File: src/rtl/mul_fp32_if.sv
// Operand/result bundle for the iterative binary32 multiplier.
// The issue side drives operands and rounding mode; the unit returns the
// product and the exception flags shared with the divider.
interface mul_fp32_if;
  logic        valid_in;
  logic [2:0]  rm;
  logic [31:0] multiplicand;
  logic [31:0] multiplier;
  logic        valid_out;
  logic [31:0] product;
  logic        nv;
  logic        dz;
  logic        of;
  logic        uf;
  logic        nx;

  modport master (
    output valid_in, rm, multiplicand, multiplier,
    input  valid_out, product, nv, dz, of, uf, nx
  );

  modport slave (
    input  valid_in, rm, multiplicand, multiplier,
    output valid_out, product, nv, dz, of, uf, nx
  );
endinterface

File: src/rtl/mul_fp32.sv
// Iterative IEEE-754 binary32 multiplier: radix-2 shift-add significand
// product over 24 cycles, then one normalize/round cycle. Latency is fixed
// for every operand class, so specials ride through the same pipeline.
//
// state  | meaning
// -------+----------------------------------------------------------
// IDLE   | ready, waiting for valid_in
// UNPACK | classify operands, normalize subnormals, sum exponents
// MUL    | one shift-add step per cycle, counter 0..23
// ROUND  | normalize, gradual underflow, round, overflow select
// DONE   | valid_out pulse; also ready so a new op can issue here
module mul_fp32 #(
  parameter int LATENCY = 26
) (
  input  logic      clock,
  input  logic      reset,
  mul_fp32_if.slave bus
);
  localparam int          MUL_CYCLES = LATENCY - 2;
  localparam logic [4:0]  CNT_LAST   = 5'(MUL_CYCLES - 1);
  localparam logic [31:0] QNAN       = 32'h7FC0_0000;

  typedef enum logic [2:0] {S_IDLE, S_UNPACK, S_MUL, S_ROUND, S_DONE} state_t;

  state_t             r_state, w_next;
  logic               w_accept;

  logic [2:0]         r_rm;
  logic [31:0]        r_a, r_b;
  logic               r_sign;
  logic signed [9:0]  r_exp;
  logic [23:0]        r_mcand;
  logic [47:0]        r_acc;
  logic [4:0]         r_cnt;
  logic               r_special;
  logic [31:0]        r_spec_res;
  logic               r_spec_nv;

  logic [31:0]        r_product;
  logic               r_nv, r_of, r_uf, r_nx;

  // Leading-zero count of a 24-bit significand (highest set bit wins).
  function automatic logic [4:0] lzc24(input logic [23:0] v);
    logic [4:0] n;
    n = 5'd0;
    for (int i = 0; i < 24; i++)
      if (v[i]) n = 5'(23 - i);
    return n;
  endfunction

  // Significand with the leading one moved to bit 23 (subnormals shifted up).
  function automatic logic [23:0] unpack_sig(input logic [31:0] f);
    logic [23:0] s;
    if (f[30:23] != 8'd0) s = {1'b1, f[22:0]};
    else                  s = {1'b0, f[22:0]} << lzc24({1'b0, f[22:0]});
    return s;
  endfunction

  // Biased exponent matching unpack_sig; subnormals go to 1 - shift.
  function automatic logic signed [9:0] unpack_exp(input logic [31:0] f);
    logic signed [9:0] e;
    if (f[30:23] != 8'd0) e = $signed({2'b00, f[30:23]});
    else                  e = 10'sd1 - $signed({5'd0, lzc24({1'b0, f[22:0]})});
    return e;
  endfunction

  // Operand classification and special-result selection.
  logic              w_a_zero, w_a_inf, w_a_nan, w_a_snan;
  logic              w_b_zero, w_b_inf, w_b_nan, w_b_snan;
  logic              w_sign;
  logic signed [9:0] w_exp_sum;
  logic              w_spec, w_spec_nv;
  logic [31:0]       w_spec_res;

  assign w_a_zero  = (r_a[30:0] == 31'd0);
  assign w_a_inf   = (r_a[30:23] == 8'hFF) && (r_a[22:0] == 23'd0);
  assign w_a_nan   = (r_a[30:23] == 8'hFF) && (r_a[22:0] != 23'd0);
  assign w_a_snan  = w_a_nan && !r_a[22];
  assign w_b_zero  = (r_b[30:0] == 31'd0);
  assign w_b_inf   = (r_b[30:23] == 8'hFF) && (r_b[22:0] == 23'd0);
  assign w_b_nan   = (r_b[30:23] == 8'hFF) && (r_b[22:0] != 23'd0);
  assign w_b_snan  = w_b_nan && !r_b[22];
  assign w_sign    = r_a[31] ^ r_b[31];
  assign w_exp_sum = unpack_exp(r_a) + unpack_exp(r_b) - 10'sd127;

  // Special operand combinations bypass the arithmetic result.
  always_comb begin
    w_spec     = 1'b0;
    w_spec_nv  = 1'b0;
    w_spec_res = 32'd0;
    if (w_a_nan || w_b_nan) begin
      w_spec     = 1'b1;
      w_spec_res = QNAN;
      w_spec_nv  = w_a_snan || w_b_snan;
    end else if ((w_a_inf && w_b_zero) || (w_a_zero && w_b_inf)) begin
      w_spec     = 1'b1;
      w_spec_res = QNAN;
      w_spec_nv  = 1'b1;
    end else if (w_a_inf || w_b_inf) begin
      w_spec     = 1'b1;
      w_spec_res = {w_sign, 8'hFF, 23'd0};
    end else if (w_a_zero || w_b_zero) begin
      w_spec     = 1'b1;
      w_spec_res = {w_sign, 31'd0};
    end
  end

  // Next-state and accept decode; IDLE and DONE both take new work.
  always_comb begin
    w_next   = r_state;
    w_accept = 1'b0;
    case (r_state)
      S_IDLE: begin
        if (bus.valid_in) begin
          w_accept = 1'b1;
          w_next   = S_UNPACK;
        end
      end
      S_UNPACK: w_next = S_MUL;
      S_MUL:    if (r_cnt == CNT_LAST) w_next = S_ROUND;
      S_ROUND:  w_next = S_DONE;
      S_DONE: begin
        if (bus.valid_in) begin
          w_accept = 1'b1;
          w_next   = S_UNPACK;
        end else begin
          w_next = S_IDLE;
        end
      end
      default:  w_next = S_IDLE;
    endcase
  end

  // State register.
  always_ff @(posedge clock or posedge reset) begin
    if (reset) r_state <= S_IDLE;
    else       r_state <= w_next;
  end

  // Shift-add step: add multiplicand into the upper half when the
  // multiplier LSB is set, then shift the whole accumulator right.
  logic [24:0] w_psum;
  assign w_psum = {1'b0, r_acc[47:24]} + (r_acc[0] ? {1'b0, r_mcand} : 25'd0);

  // Operand latch, unpack and multiply datapath.
  always_ff @(posedge clock or posedge reset) begin
    if (reset) begin
      r_rm       <= 3'd0;
      r_a        <= 32'd0;
      r_b        <= 32'd0;
      r_sign     <= 1'b0;
      r_exp      <= 10'sd0;
      r_mcand    <= 24'd0;
      r_acc      <= 48'd0;
      r_cnt      <= 5'd0;
      r_special  <= 1'b0;
      r_spec_res <= 32'd0;
      r_spec_nv  <= 1'b0;
    end else begin
      if (w_accept) begin
        r_rm <= bus.rm;
        r_a  <= bus.multiplicand;
        r_b  <= bus.multiplier;
      end
      if (r_state == S_UNPACK) begin
        r_sign     <= w_sign;
        r_exp      <= w_exp_sum;
        r_mcand    <= unpack_sig(r_a);
        r_acc      <= {24'd0, unpack_sig(r_b)};
        r_cnt      <= 5'd0;
        r_special  <= w_spec;
        r_spec_res <= w_spec_res;
        r_spec_nv  <= w_spec_nv;
      end
      if (r_state == S_MUL) begin
        r_acc <= {w_psum, r_acc[23:1]};
        r_cnt <= r_cnt + 5'd1;
      end
    end
  end

  // Normalize / round datapath.
  logic [47:0]       w_x, w_xs;
  logic signed [9:0] w_exp_n, w_sh_full;
  logic              w_tiny_in;
  logic [4:0]        w_sh;
  logic              w_lost, w_guard, w_rbit, w_sticky, w_inexact, w_inc;
  logic [9:0]        w_exp_base;
  logic [32:0]       w_rsum;
  logic              w_ovf, w_tiny_out;
  logic [31:0]       w_ovf_res, w_res;

  // Product leading one is moved to bit 47 losslessly; tiny results are
  // denormalized before rounding so the carry into the exponent field
  // handles both subnormal->normal and mantissa-overflow renormalization.
  always_comb begin
    w_x       = r_acc[47] ? r_acc : {r_acc[46:0], 1'b0};
    w_exp_n   = r_exp + $signed({9'd0, r_acc[47]});
    w_tiny_in = (w_exp_n < 10'sd1);
    w_sh_full = 10'sd1 - w_exp_n;
    w_sh      = 5'd0;
    if (w_tiny_in) w_sh = (w_sh_full > 10'sd26) ? 5'd26 : w_sh_full[4:0];
    w_lost    = |(w_x & ~({48{1'b1}} << w_sh));
    w_xs      = w_x >> w_sh;
    w_guard   = w_xs[23];
    w_rbit    = w_xs[22];
    w_sticky  = (|w_xs[21:0]) | w_lost;
    w_inexact = w_guard | w_rbit | w_sticky;

    case (r_rm)
      3'b001:  w_inc = 1'b0;
      3'b010:  w_inc = r_sign & w_inexact;
      3'b011:  w_inc = ~r_sign & w_inexact;
      3'b100:  w_inc = w_guard;
      default: w_inc = w_guard & (w_rbit | w_sticky | w_xs[24]);
    endcase

    // Hidden bit at position 23 contributes the final +1 to the exponent.
    w_exp_base = w_tiny_in ? 10'd0 : $unsigned(w_exp_n - 10'sd1);
    w_rsum     = {w_exp_base, 23'd0} + {9'd0, w_xs[47:24]} + {32'd0, w_inc};
    w_ovf      = (w_rsum[32:23] >= 10'd255);
    w_tiny_out = (w_rsum[32:23] == 10'd0);

    case (r_rm)
      3'b001:  w_ovf_res = {r_sign, 31'h7F7F_FFFF};
      3'b010:  w_ovf_res = r_sign ? 32'hFF80_0000 : 32'h7F7F_FFFF;
      3'b011:  w_ovf_res = r_sign ? 32'hFF7F_FFFF : 32'h7F80_0000;
      default: w_ovf_res = {r_sign, 31'h7F80_0000};
    endcase

    w_res = w_ovf ? w_ovf_res : {r_sign, w_rsum[30:0]};
  end

  // Result and flag registers, loaded on the ROUND cycle and held.
  always_ff @(posedge clock or posedge reset) begin
    if (reset) begin
      r_product <= 32'd0;
      r_nv      <= 1'b0;
      r_of      <= 1'b0;
      r_uf      <= 1'b0;
      r_nx      <= 1'b0;
    end else if (r_state == S_ROUND) begin
      if (r_special) begin
        r_product <= r_spec_res;
        r_nv      <= r_spec_nv;
        r_of      <= 1'b0;
        r_uf      <= 1'b0;
        r_nx      <= 1'b0;
      end else begin
        r_product <= w_res;
        r_nv      <= 1'b0;
        r_of      <= w_ovf;
        r_uf      <= w_tiny_out & w_inexact;
        r_nx      <= w_inexact | w_ovf;
      end
    end
  end

  assign bus.valid_out = (r_state == S_DONE);
  assign bus.product   = r_product;
  assign bus.nv        = r_nv;
  assign bus.dz        = 1'b0;
  assign bus.of        = r_of;
  assign bus.uf        = r_uf;
  assign bus.nx        = r_nx;
endmodule

File: src/flat_wrapper.sv
// flat-port wrapper written by rule: the top's interface ports become plain ports
module mul_fp32_flat 
#(
  parameter int LATENCY = 26
)
  (clock, reset, bus_valid_in, bus_rm, bus_multiplicand, bus_multiplier, bus_valid_out, bus_product, bus_nv, bus_dz, bus_of, bus_uf, bus_nx);
  mul_fp32_if bus_i ();
  input  logic clock;
  input  logic reset;
  input wire logic [$bits(bus_i.valid_in)-1:0] bus_valid_in;
  input wire logic [$bits(bus_i.rm)-1:0] bus_rm;
  input wire logic [$bits(bus_i.multiplicand)-1:0] bus_multiplicand;
  input wire logic [$bits(bus_i.multiplier)-1:0] bus_multiplier;
  output wire logic [$bits(bus_i.valid_out)-1:0] bus_valid_out;
  output wire logic [$bits(bus_i.product)-1:0] bus_product;
  output wire logic [$bits(bus_i.nv)-1:0] bus_nv;
  output wire logic [$bits(bus_i.dz)-1:0] bus_dz;
  output wire logic [$bits(bus_i.of)-1:0] bus_of;
  output wire logic [$bits(bus_i.uf)-1:0] bus_uf;
  output wire logic [$bits(bus_i.nx)-1:0] bus_nx;
  assign bus_i.valid_in = bus_valid_in;
  assign bus_i.rm = bus_rm;
  assign bus_i.multiplicand = bus_multiplicand;
  assign bus_i.multiplier = bus_multiplier;
  assign bus_valid_out = bus_i.valid_out;
  assign bus_product = bus_i.product;
  assign bus_nv = bus_i.nv;
  assign bus_dz = bus_i.dz;
  assign bus_of = bus_i.of;
  assign bus_uf = bus_i.uf;
  assign bus_nx = bus_i.nx;
  mul_fp32 #(.LATENCY(LATENCY)) u_core (.clock(clock), .reset(reset), .bus(bus_i));
endmodule
File: config.mk
export PLATFORM = sky130hd
export DESIGN_NAME = mul_fp32_flat
export DESIGN_NICKNAME = d
export VERILOG_FILES = /design/src/rtl/mul_fp32_if.sv /design/src/rtl/mul_fp32.sv /design/src/flat_wrapper.sv
export SDC_FILE = /design/constraint.sdc
export NUM_CORES = 1
export LEC_CHECK = 0
export BUFFER_PORTS_ARGS = -buffer_cell sky130_fd_sc_hd__buf_2
export CORE_ASPECT_RATIO = 2
export CORE_MARGIN = 2
export CORE_UTILIZATION = 50
export DETAILED_ROUTE_END_ITERATION = 7
export PLACE_DENSITY = 0.68
export SLEW_MARGIN = 0
export SYNTH_ARGS = -nofsm -noshare
export SYNTH_HDL_FRONTEND = slang
export SYNTH_SLANG_ARGS = --single-unit
File: constraint.sdc
create_clock -name clock -period 10.67 [get_ports clock]
set_input_delay 2.134 -clock clock [delete_from_list [all_inputs] [get_ports clock]]
set_output_delay 2.134 -clock clock [all_outputs]
set_load 0.01 [all_outputs]
==> reports/qor.yml <==
grt:
  grt_pass1_vias: 17635
  grt_pass1_wl_um: 106000
  antenna_found_initial: 7
  grt_usage: 0.386
  grt-ovfl-total: 0
  grt_max_degree: 131
sta:
  finalClockSkew_ns: 0.0148
  slew_headroom: 0.0699
  fmax_mhz: 97.9
  setup_ws_ns: 0.457
  final_max_slew_viol_count: 0
  hold_viol: 0
  finalCriticalPeriod_ns: 10.21
  finalCritPeriodShare: 0.957
  setup_viol: 0
  tightest_slew_ns: 1.36
route:
  ant_nets: 0
  wl_um: 71200
  wl_met3_um: 5380
  wl_met2_um: 35300
  drtIter0Drc: 1118
  met1_length_um: 22100
  vias: 17751
  remaining_drc_errors: 0
  drt_pass1_iterations: 6
  wire_per_inst_um: 27.0
  viasPerCell: 6.72
  maxUsedRoutingLayer: "met5"
logic_synthesis:
  synth_top_area_frac: 0.280
  ys.flop_type: "dfrtp_1"
  synth-seq-cells: 199
  ys_types: 104
  postSynthAreaPerCell_sq_um: 8.25
  synth.top_cells.by_count: "nand2_1, dfrtp_1, o21ai_0, nor2_1, clkbuf_1"
  synthMostInstantiatedCell: "nand2_1"
  synthCells: 2156
  yosysTopAreaCell: "dfrtp_1"
  yosysSeqAreaShare: 0.280
  synth_edf_count: 0
  synth_area_sq_um: 17800
  synth_nets: 2283
  yosys_warnings: 0
  synth_area_leaders: "dfrtp_1, mux2i_1, nand2_1, mux2_2, o21ai_0"
  async_flop_share: 1.00
cells_and_area:
  nets: 2304
  syn_to_final_growth_pct: 9.21
  final_util: 0.554
  drive_above_1_share: 0.175
  fill_cells: 3318
critical_path:
  cp.arrival_ns: 10.59
  critical_path_class: "reg -> reg"
  cp_slowest_cell: "o31ai_1"
  cp-start-kind: "register"
  cp_max_fo: 22
  cp-end-kind: "register"
  required_ns: 11.05
  r2r_cells: 38
  max_stage_delay_ns: 0.53
  cp_common_cell: "buf_4"
floorplan:
  fp.dieH_um: 271
  coreArea_sq_um: 35100
  row_count: 97
  num_io_pins: 108
  dieArea_sq_um: 37200
  start_util: 0.507
  die_w_um: 137
cts:
  clockBufferDepth: 2
  clk_pin_slew_ns: 0.09
  clk_root_buffer_cell: "clkbuf_16"
  cts_inserted_buffers: 17
  cts_tree: "built"
  clkSinkCount: 199
  cts_htree_levels: 4
  cts_hold_buf: 0
  clock_latency_ns: 0.49
run:
  drv_cap: 0
worst_hold_path:
  hold_depth: 2
  hp-class: "reg -> reg"
place:
  numPortBuffers: 106
  place_congestion: 1.07
  dp_hpwl_um: 53700
  pre_cts_ws_ns: 0.178
status:
  status: "complete, no violations"
layout by cell type (no fill, tap or decap), drive strengths merged, types with 42 or more instances in the layout:
master / instances
nor2: 158
ha: 55
o21ai: 174
inv: 63
nand3: 57
a21oi: 131
buf: 168
dfrtp: 199
xnor2: 54
nand2: 266
mux2i: 114
mux2: 80
and2: 42
nor3: 55
state kept, by name, summed over array words and instances (netlist names):
register,flops
u_core.r_spec_res,3
u_core.bus.uf,1
u_core.r_acc,48
u_core.bus.product,32
u_core.r_b,32
u_core.bus.of,1
u_core.r_a,32
u_core.bus.nx,1
u_core.r_spec_nv,1
u_core.bus.nv,1
u_core.r_cnt,5
u_core.r_state,3
u_core.r_sign,1
u_core.r_rm,3
u_core.r_exp,10
u_core.r_special,1
u_core.r_mcand,24
cell type report:
type / instances / area [sq um] / area share
multi-input combinational: 1736 / 12000 / 0.620
timing repair buffer: 168 / 1020 / 0.0526
antenna: 5 / 12.5 / 0.000644
inverter: 55 / 214 / 0.0110
clock inverter: 12 / 129 / 0.00663
tap: 445 / 557 / 0.0287
sequential: 199 / 4980 / 0.256
clock buffer: 20 / 467 / 0.0240
critical path: cells and delay by family, from the launching register on:
kind                       cells  cell delay (ns)
and+or+nand+nor               13             2.90
buffers and inverters          6             1.45
DFF                            1             0.41
adders and majority gates      4             1.19
xor gates and xnor gates       1             0.19
AOI/OAI and AO/OA             14             3.91
per-layer routing:
layer	GRT usage	up-vias
li1	-	8052
met1	0.357	8508
met2	0.656	802
met3	0.112	383
met4	0.366	6
met5	0.0125	-
per-stage QoR:
step | hold slack [ns] | cells | cell area (sq um) | TNS [ns]
floorplan | 0.441 | 2156 | 17800 | 0
global placement | 0.451 | 2596 | 18700 | 0
detailed placement | 0.463 | 2596 | 18700 | 0
CTS | 0.480 | 2628 | 19300 | 0
global route | 0.506 | 2635 | 19400 | -0.0450
finish | 0.478 | 2640 | 19400 | 0
what timing repair did:
action	CTS	global route
resized for setup	0	17
setup buffers	0	7
endpoints found under the setup margin	0	35
logic make-up (layout without fill, tap and decap cells):
kind of cell,count (synthesis),in the layout,synth area share
compound gates,659,659,0.251
xor+xnor,80,80,0.0402
fa+ha+maj,59,59,0.0421
buf+inv,221,255,0.0497
flops,199,199,0.280
mux,218,218,0.145
other cells,1,6,0.000211
simple gates,719,719,0.191
final timing paths:
check,startpoint,endpoint,slack (ns)
setup / recovery,u_core.r_acc[47],u_core.bus.product[10],0.46
hold / removal,u_core.r_mcand[7],u_core.r_mcand[7],0.48
setup reg to reg,u_core.r_acc[47],u_core.bus.product[10],0.46
hold reg to reg,u_core.r_mcand[7],u_core.r_mcand[7],0.48
max in group asynchronous,reset,u_core.r_acc[18],7.36
min in group asynchronous,reset,u_core.r_exp[8],1.82
Power is not shown: default switching activity piles up to over one toggle a cycle in this logic, so the estimate is an artifact.
